File: src/rtl/reg_wr_arb_4mb.sv
// Register-bank write-port arbiter: posted SPI writes buffered in a FIFO,
// internal writes via req/ack. Round-robin on ties, optional post-write gap.
module reg_wr_arb_4mb #(
    parameter int FIFO_DEPTH = 4,
    parameter int AW         = 16,
    parameter int DW         = 32,
    parameter int GAP_CYCLES = 0
) (
    input  logic                          clk_100m,
    input  logic                          rst_n_syn,
    input  logic [AW-1:0]                 spi_addr,
    input  logic [DW-1:0]                 spi_data,
    input  logic                          spi_wr_vld,
    input  logic [AW-1:0]                 int_addr,
    input  logic [DW-1:0]                 int_data,
    input  logic                          int_wr_req,
    output logic                          int_wr_ack,
    input  logic                          ovf_clr,
    output logic [AW-1:0]                 addr,
    output logic [DW-1:0]                 data_mosi,
    output logic                          data_mosi_rdy,
    output logic [$clog2(FIFO_DEPTH):0]   fifo_level,
    output logic                          spi_ovf,
    output logic [1:0]                    state_dbg
);
    localparam int PW = $clog2(FIFO_DEPTH);
    localparam int LW = PW + 1;
    localparam logic [LW-1:0] FULL_LVL = LW'(FIFO_DEPTH);
    localparam logic [7:0]    GAP_LAST = (GAP_CYCLES > 0) ? 8'(GAP_CYCLES - 1) : 8'd0;

    typedef enum logic [1:0] {S_IDLE = 2'd0, S_ISSUE = 2'd1, S_GAP = 2'd2} state_t;

    state_t            state_q, state_d;
    logic [7:0]        gap_cnt_q, gap_cnt_d;
    logic              last_int_q, last_int_d;
    logic              gnt_int_q, gnt_int_d;
    logic [AW+DW-1:0]  mem_q [FIFO_DEPTH];
    logic [PW-1:0]     wr_ptr_q, rd_ptr_q;
    logic [LW-1:0]     level_q, level_d;
    logic              ovf_q, ovf_d;
    logic [AW-1:0]     addr_q, addr_d;
    logic [DW-1:0]     data_q, data_d;

    logic spi_pend, fifo_full, gnt_spi, gnt_int, push, pop, ovf_evt;

    assign spi_pend  = (level_q != '0);
    assign fifo_full = (level_q == FULL_LVL);

    always_ff @(posedge clk_100m or negedge rst_n_syn) begin
        if (!rst_n_syn) begin
            state_q   <= S_IDLE;
            gap_cnt_q <= '0;
        end else begin
            state_q   <= state_d;
            gap_cnt_q <= gap_cnt_d;
        end
    end

    // Tie-break: SPI wins unless it was the last grant, so reset (last=INT) favours SPI.
    always_comb begin
        state_d   = state_q;
        gap_cnt_d = gap_cnt_q;
        gnt_spi   = 1'b0;
        gnt_int   = 1'b0;
        case (state_q)
            S_IDLE: begin
                if (spi_pend && (!int_wr_req || last_int_q)) begin
                    gnt_spi = 1'b1;
                end else if (int_wr_req) begin
                    gnt_int = 1'b1;
                end
                if (gnt_spi || gnt_int) begin
                    state_d = S_ISSUE;
                end
            end
            S_ISSUE: begin
                gap_cnt_d = '0;
                state_d   = (GAP_CYCLES > 0) ? S_GAP : S_IDLE;
            end
            S_GAP: begin
                if (gap_cnt_q == GAP_LAST) begin
                    state_d = S_IDLE;
                end else begin
                    gap_cnt_d = gap_cnt_q + 8'd1;
                end
            end
            default: state_d = S_IDLE;
        endcase
    end

    always_comb begin
        data_mosi_rdy = (state_q == S_ISSUE);
        int_wr_ack    = (state_q == S_ISSUE) && gnt_int_q;
        state_dbg     = state_q;
    end

    // A pop on the same edge frees the slot, so a push into a full FIFO is kept.
    always_comb begin
        pop        = gnt_spi;
        push       = spi_wr_vld && (!fifo_full || pop);
        ovf_evt    = spi_wr_vld && fifo_full && !pop;
        level_d    = level_q + LW'(push) - LW'(pop);
        ovf_d      = ovf_evt | (ovf_q & ~ovf_clr);
        last_int_d = gnt_int ? 1'b1 : (gnt_spi ? 1'b0 : last_int_q);
        gnt_int_d  = (gnt_spi || gnt_int) ? gnt_int : gnt_int_q;
        addr_d     = addr_q;
        data_d     = data_q;
        if (gnt_spi) begin
            {addr_d, data_d} = mem_q[rd_ptr_q];
        end else if (gnt_int) begin
            addr_d = int_addr;
            data_d = int_data;
        end
    end

    always_ff @(posedge clk_100m or negedge rst_n_syn) begin
        if (!rst_n_syn) begin
            wr_ptr_q   <= '0;
            rd_ptr_q   <= '0;
            level_q    <= '0;
            ovf_q      <= 1'b0;
            last_int_q <= 1'b1;
            gnt_int_q  <= 1'b0;
            addr_q     <= '0;
            data_q     <= '0;
        end else begin
            if (push) wr_ptr_q <= wr_ptr_q + PW'(1);
            if (pop)  rd_ptr_q <= rd_ptr_q + PW'(1);
            level_q    <= level_d;
            ovf_q      <= ovf_d;
            last_int_q <= last_int_d;
            gnt_int_q  <= gnt_int_d;
            addr_q     <= addr_d;
            data_q     <= data_d;
        end
    end

    always_ff @(posedge clk_100m) begin
        if (push) mem_q[wr_ptr_q] <= {spi_addr, spi_data};
    end

    assign addr       = addr_q;
    assign data_mosi  = data_q;
    assign fifo_level = level_q;
    assign spi_ovf    = ovf_q;
endmodule
File: config.mk
export PLATFORM = sky130hd
export DESIGN_NAME = reg_wr_arb_4mb
export DESIGN_NICKNAME = d
export VERILOG_FILES = /design/src/rtl/reg_wr_arb_4mb.sv
export SDC_FILE = /design/constraint.sdc
export NUM_CORES = 1
export LEC_CHECK = 0
export ABC_AREA = 1
export CAP_MARGIN = 20
export CORE_MARGIN = 10
export CORE_UTILIZATION = 45
export DETAILED_ROUTE_END_ITERATION = 6
export GPL_TIMING_DRIVEN = 1
export PLACE_DENSITY = 0.68
export SYNTH_ARGS = -nofsm -noshare
export SYNTH_HDL_FRONTEND = slang
export SYNTH_SLANG_ARGS = --single-unit
export TNS_END_PERCENT = 10
File: constraint.sdc
create_clock -name clk_100m -period 8.1 [get_ports clk_100m]
set_input_delay 1.62 -clock clk_100m [delete_from_list [all_inputs] [get_ports clk_100m]]
set_output_delay 1.62 -clock clk_100m [all_outputs]
set_load 0.01 [all_outputs]
======== Word-level counts from Yosys, hierarchy flattened ========
Memory sizes are Yosys's and may differ from the RTL's.
Index checks and enable logic that the tools add are counted.
word-level totals
  register bits after elaboration ......... 68
  memories ................................ 1
  bits in writable memories ............... 192
  input port bits ......................... 101
  output and inout port bits .............. 56
memory list
  memory  depth  bits a word  rd ports  clocked after memory_dff  wr ports  RTL line  text
  mem_q   4      48           1         0                         1         37        logic [AW+DW-1:0] mem_q [FIFO_DEPTH];
cells by class
  $add $sub $neg .......................... 5
  bitwise operators ....................... 3
  eq/ne operators ......................... 6
  reductions and logical operators ........ 19
  mux-type cells .......................... 20
operator list
  kind                                                  number
  two-way mux 32 bit                                    2
  two-way mux 16 bit                                    2
  case mux 8 bit (2 select lines)                       1
  two-way mux 1 bit                                     11
  adder 8 x 1 -> 8 bit (second input constant)          1
  logical NOT 8 bit                                     1
  two-way mux 8 bit                                     1
  inequality test 2 bit (second input constant)         3
  logical AND 1 bit                                     5
  adder 2 x 1 -> 2 bit (second input constant)          2
  logical OR 1 bit                                      4
  two-way mux 2 bit                                     2
  case mux 2 bit (2 select lines)                       1
  AND reduction 2 bit                                   2
  nonzero test 2 bit                                    2
  adder 3 x 1 -> 3 bit                                  1
  equality test 3 bit (second input constant)           1
  logical NOT 1 bit                                     3
  nonzero test 3 bit                                    1
  subtractor 3 x 1 -> 3 bit                             1
  equality test 2 x 1 -> 1 bit (second input constant)  1
  equality test 2 bit (second input constant)           1
  logical NOT 2 bit                                     1
  AND 1 bit                                             1
  other kinds (2)                                       2

======== Longest topological paths before layout ========
  depth after elaboration ................. 10
  mapped depth ............................ 11
  gate-level depth less buffers ........... 11

======== Worst setup path after synthesis ========
No wires, ideal clock.
  path kind ............................... input port to flip-flop
  from .................................... in int_wr_req
  to ...................................... mem mem_q[0][0] (netlist name), enable pin
  slack ................................... 3.552 ns
  stages .................................. 5
  data required time ...................... 7.646 ns
  arrival time ............................ 4.094 ns
  cells stage by stage .................... nand2_1 -> nand3_2 -> nand2_1 -> nand2_1 -> nor2_1
on the way
  longest elaborated chain between the ends .. 10
ends and longest elaborated chain
  item                                     RTL line  text
  start, declared                          16        input logic int_wr_req,
  logical NOT 1 bit                        67        if (spi_pend && (!int_wr_req || last_int_q)) begin
  logical OR 1 bit                         67
  logical AND 1 bit                        67
  two-way mux 1 bit                        67
  two-way mux 1 bit (2 in a row)           65        case (state_q)
  logical OR 1 bit                         100       push = spi_wr_vld && (!fifo_full || pop);
  logical AND 1 bit                        100
  two-way mux 1 bit                        139       if (push) mem_q[wr_ptr_q] <= {spi_addr, spi_data};
  two-way mux 1 bit (implied by the code)  139
  end, declared                            37
Every way passes these cells. The select of a mux whose other input is x is not followed.

======== Worst setup path in the final report ========
  from .................................... in int_wr_req
  to ...................................... reg level_q[2], in the netlist fifo_level[2]
on the way
  longest elaborated chain between the ends .. 10
ends and longest elaborated chain
  item                              RTL line  text
  logical NOT 1 bit *               67
  logical OR 1 bit *                67
  logical AND 1 bit *               67
  two-way mux 1 bit *               67
  two-way mux 1 bit * (2 in a row)  65
  logical OR 1 bit                  100
  logical AND 1 bit                 100
  adder 3 x 1 -> 3 bit              102       level_d = level_q + LW'(push) - LW'(pop);
  subtractor 3 x 1 -> 3 bit *       102
  net level_d[2]                    39        logic [LW-1:0] level_q, level_d;
  end signal, assigned              129       level_q <= level_d;
  end, declared                     39
The timed path passes the listed nets; every way through them passes the cells marked *. The select of a mux whose other input is x is not followed.
A chain may end at the register's enable or synchronous reset.

==> flow_metrics.tcl <==
set metrics [dict create \
    hold_start "gnt_int_q$_DFFE_PN0P_" \
    clock-root-buffer "clkbuf_16" \
    final.setup.worst_slack_ns 4.04 \
    syn-cell-area_sq_mm 0.0104 \
    layout_common_cells "445 x nand2_1, 192 x edfxtp_1, 154 x clkdlybuf4s50_1" \
    crit_path_end_kind "flop" \
    leakage_nw 5.37 \
    ff_latch_area_sq_mm 0.00725 \
    finClkSkew_ns 0.00708 \
    ir_drop_mv 0.184 \
    fin_setup_tns_ns 0 \
    syn_inst 988 \
    htreeDepth 1 \
    cts_sinks 251 \
    cts_setup_buffers 0 \
    dieHeight_um 172 \
    pre_cts_ws_ns 3.51 \
    cp_max_fo 52 \
    layout_commonest_cell "nand2_1" \
    max_clock_freq_mhz 246 \
    drt_iter0_drc 500 \
    yosys_warnings 0 \
    tightest_slew_ns 1.10 \
    holdBufCountCts 0 \
    cts_buffer_depth 3 \
    critPathRequiredTime_ns 8.49 \
    hold_violations 0 \
    hold_path.class "flop to flop" \
    powerDensity_mw_per_mm2 370 \
    synth.net_count 1096 \
    grt_max_degree 99 \
    synth_edf_count 192 \
    place_area_sq_mm 0.0121 \
    gp_congestion 0.722 \
    power.total_mw 4.77 \
    drc 0 \
    grt_util_all_layers 0.157 \
    maxSlewViolCount 0 \
    grt-ovfl-total 0 \
    cts_tree "done" \
    synthArstFlopShare 0.235 \
    ys.flop_type "edfxtp_1" \
    critPathLaunch "int_wr_req" \
    ys_seq_area_frac 0.694 \
    synth_seq_cells 251 \
    drive_above_1_share 0.0500 \
    wirelength_um 23400 \
    initial_core_util 0.459 \
    ctsResizeCount 0 \
    coreArea_sq_mm 0.0227 \
    syn2layout_area_growth_pct 23.4 \
    startpoint_type "primary input" \
    row_count 55 \
    drt_first_pass_iters 5 \
    clk_pin_slew_ns 0.06 \
    final-setup-viol-count 0 \
    yosysUniqueCellTypes 25 \
    drt-wirelength-per-cell_um 16.4 \
    die_area_sq_mm 0.0297 \
    cts_buffers 25 \
    status "completed" \
    maxCapViolations 0 \
    grt_pass1_vias 7053 \
    multiInputGateArea_sq_mm 0.00265 \
    path_class "primary input to flop" \
    max_slew_margin 0.263 \
    postRouteAntennaNets 0 \
    ios 157 \
    io_buffers 155 \
    min_period_over_period 0.502 \
    nNetsFinal 1231 \
    r2r-start "fifo_level[1]$_DFF_PN0_" \
    antenna_found_initial 1 \
    dpl.hpwl_um 13700 \
    clock_latency_ns 0.51 \
    vias 6975 \
    dieWidth_um 172 \
    rsz0062_at_grt "no" \
    avgSynthCellArea_sq_um 10.6 \
    grt_pass1_wl_um 37200 \
    period_needed_ns 4.06 \
    fill_cells 1946 \
    cp.arrival_ns 4.46 \
    stdcell_area_sq_mm 0.0129 \
    vias_per_cell 4.89 \
]
worst paths after layout:
kind | end | slack (ns) | cells after the start
worst max-delay path | fifo_level[2]$_DFF_PN0_ | 4.04 | 12
worst min-delay path | gnt_int_q$_DFFE_PN0P_ | 0.47 | 2
worst max register to register | fifo_level[2]$_DFF_PN0_ | 5.07 | 12
worst min register to register | gnt_int_q$_DFFE_PN0P_ | 0.47 | 2
max in group asynchronous | rd_ptr_q[0]$_DFFE_PN0N_ | 6.29 | 1
min in group asynchronous | fifo_level[1]$_DFF_PN0_ | 1.21 | 1
layout make-up:
cell class | count | share of cell area
antenna | 1 | 0.000194
clock buffer | 28 | 0.0495
clock inverter | 17 | 0.0106
inverter | 65 | 0.0191
multi-input combinational | 618 | 0.206
sequential | 251 | 0.563
tap | 285 | 0.0277
timing repair buffer | 162 | 0.124
state kept, by name, indices dropped and copies added (netlist names):
signal	cells
addr	16
wr_ptr_q	2
mem_q	192
rd_ptr_q	2
state_dbg	1
data_mosi	32
last_int_q	1
spi_ovf	1
fifo_level	3
gnt_int_q	1
where the power goes:
| group | total, mW | leakage (nW) | internal, mW | switching [mW] |
|---|---|---|---|---|
| combinational | 1.67 | 2.53 | 0.659 | 1.02 |
| clock | 1.09 | 0.367 | 0.628 | 0.458 |
| sequential | 2.01 | 2.47 | 1.76 | 0.247 |
layer usage:
metal | global-route usage | wire [um] | vias up
met4 | 0.0465 | 437 | 0
li1 | - | - | 3497
met1 | 0.198 | 10100 | 3259
met3 | 0.0363 | 1570 | 35
met2 | 0.265 | 11300 | 184
met5 | 0 | 0 | -
worst max-delay path: stages:
cell and delay, ns:
clkdlybuf4s50_1 0.52, nand2_1 0.10, nand3_2 0.07, buf_4 0.50, nand2_1 0.20, nand2_1 0.40
ha_1 0.31, inv_1 0.06, ha_1 0.13, inv_1 0.05, fa_1 0.37, xnor2_1 0.13
cell families after synthesis:
| group | count (synthesis) | share of synthesized area |
|---|---|---|
| simple gates | 604 | 0.238 |
| flops | 251 | 0.694 |
| buf+inv | 119 | 0.0547 |
| fa+ha+maj | 7 | 0.00911 |
| compound gates | 3 | 0.00144 |
| xor+xnor | 3 | 0.00252 |
| other cells | 1 | 0.000359 |
cells in the mapped netlist, types with 2 or more instances:
| cell | n | area share |
|---|---|---|
| o21ai_0 | 3 | 0.0014 |
| buf_4 | 15 | 0.011 |
| inv_1 | 63 | 0.023 |
| buf_6 | 4 | 0.0043 |
| xnor2_1 | 2 | 0.0017 |
| nor2_1 | 5 | 0.0018 |
| nand3_1 | 149 | 0.071 |
| edfxtp_1 | 192 | 0.55 |
| nand2_1 | 445 | 0.16 |
| buf_2 | 27 | 0.013 |
| ha_1 | 6 | 0.0072 |
| clkbuf_1 | 5 | 0.0018 |
| nor2_4 | 2 | 0.0022 |
| buf_1 | 2 | 0.00072 |
| dfrtp_1 | 58 | 0.14 |
per-stage QoR:
stage / util / hold WS [ns] / std cells
after global routing: 0.567 / 0.497 / 1427
after global placement: 0.533 / 0.455 / 1381
after CTS: 0.567 / 0.477 / 1426
after detailed placement: 0.533 / 0.462 / 1381
final: 0.567 / 0.474 / 1427
after floorplan: - / 0.442 / 988
(Power assumes the default switching activity.)
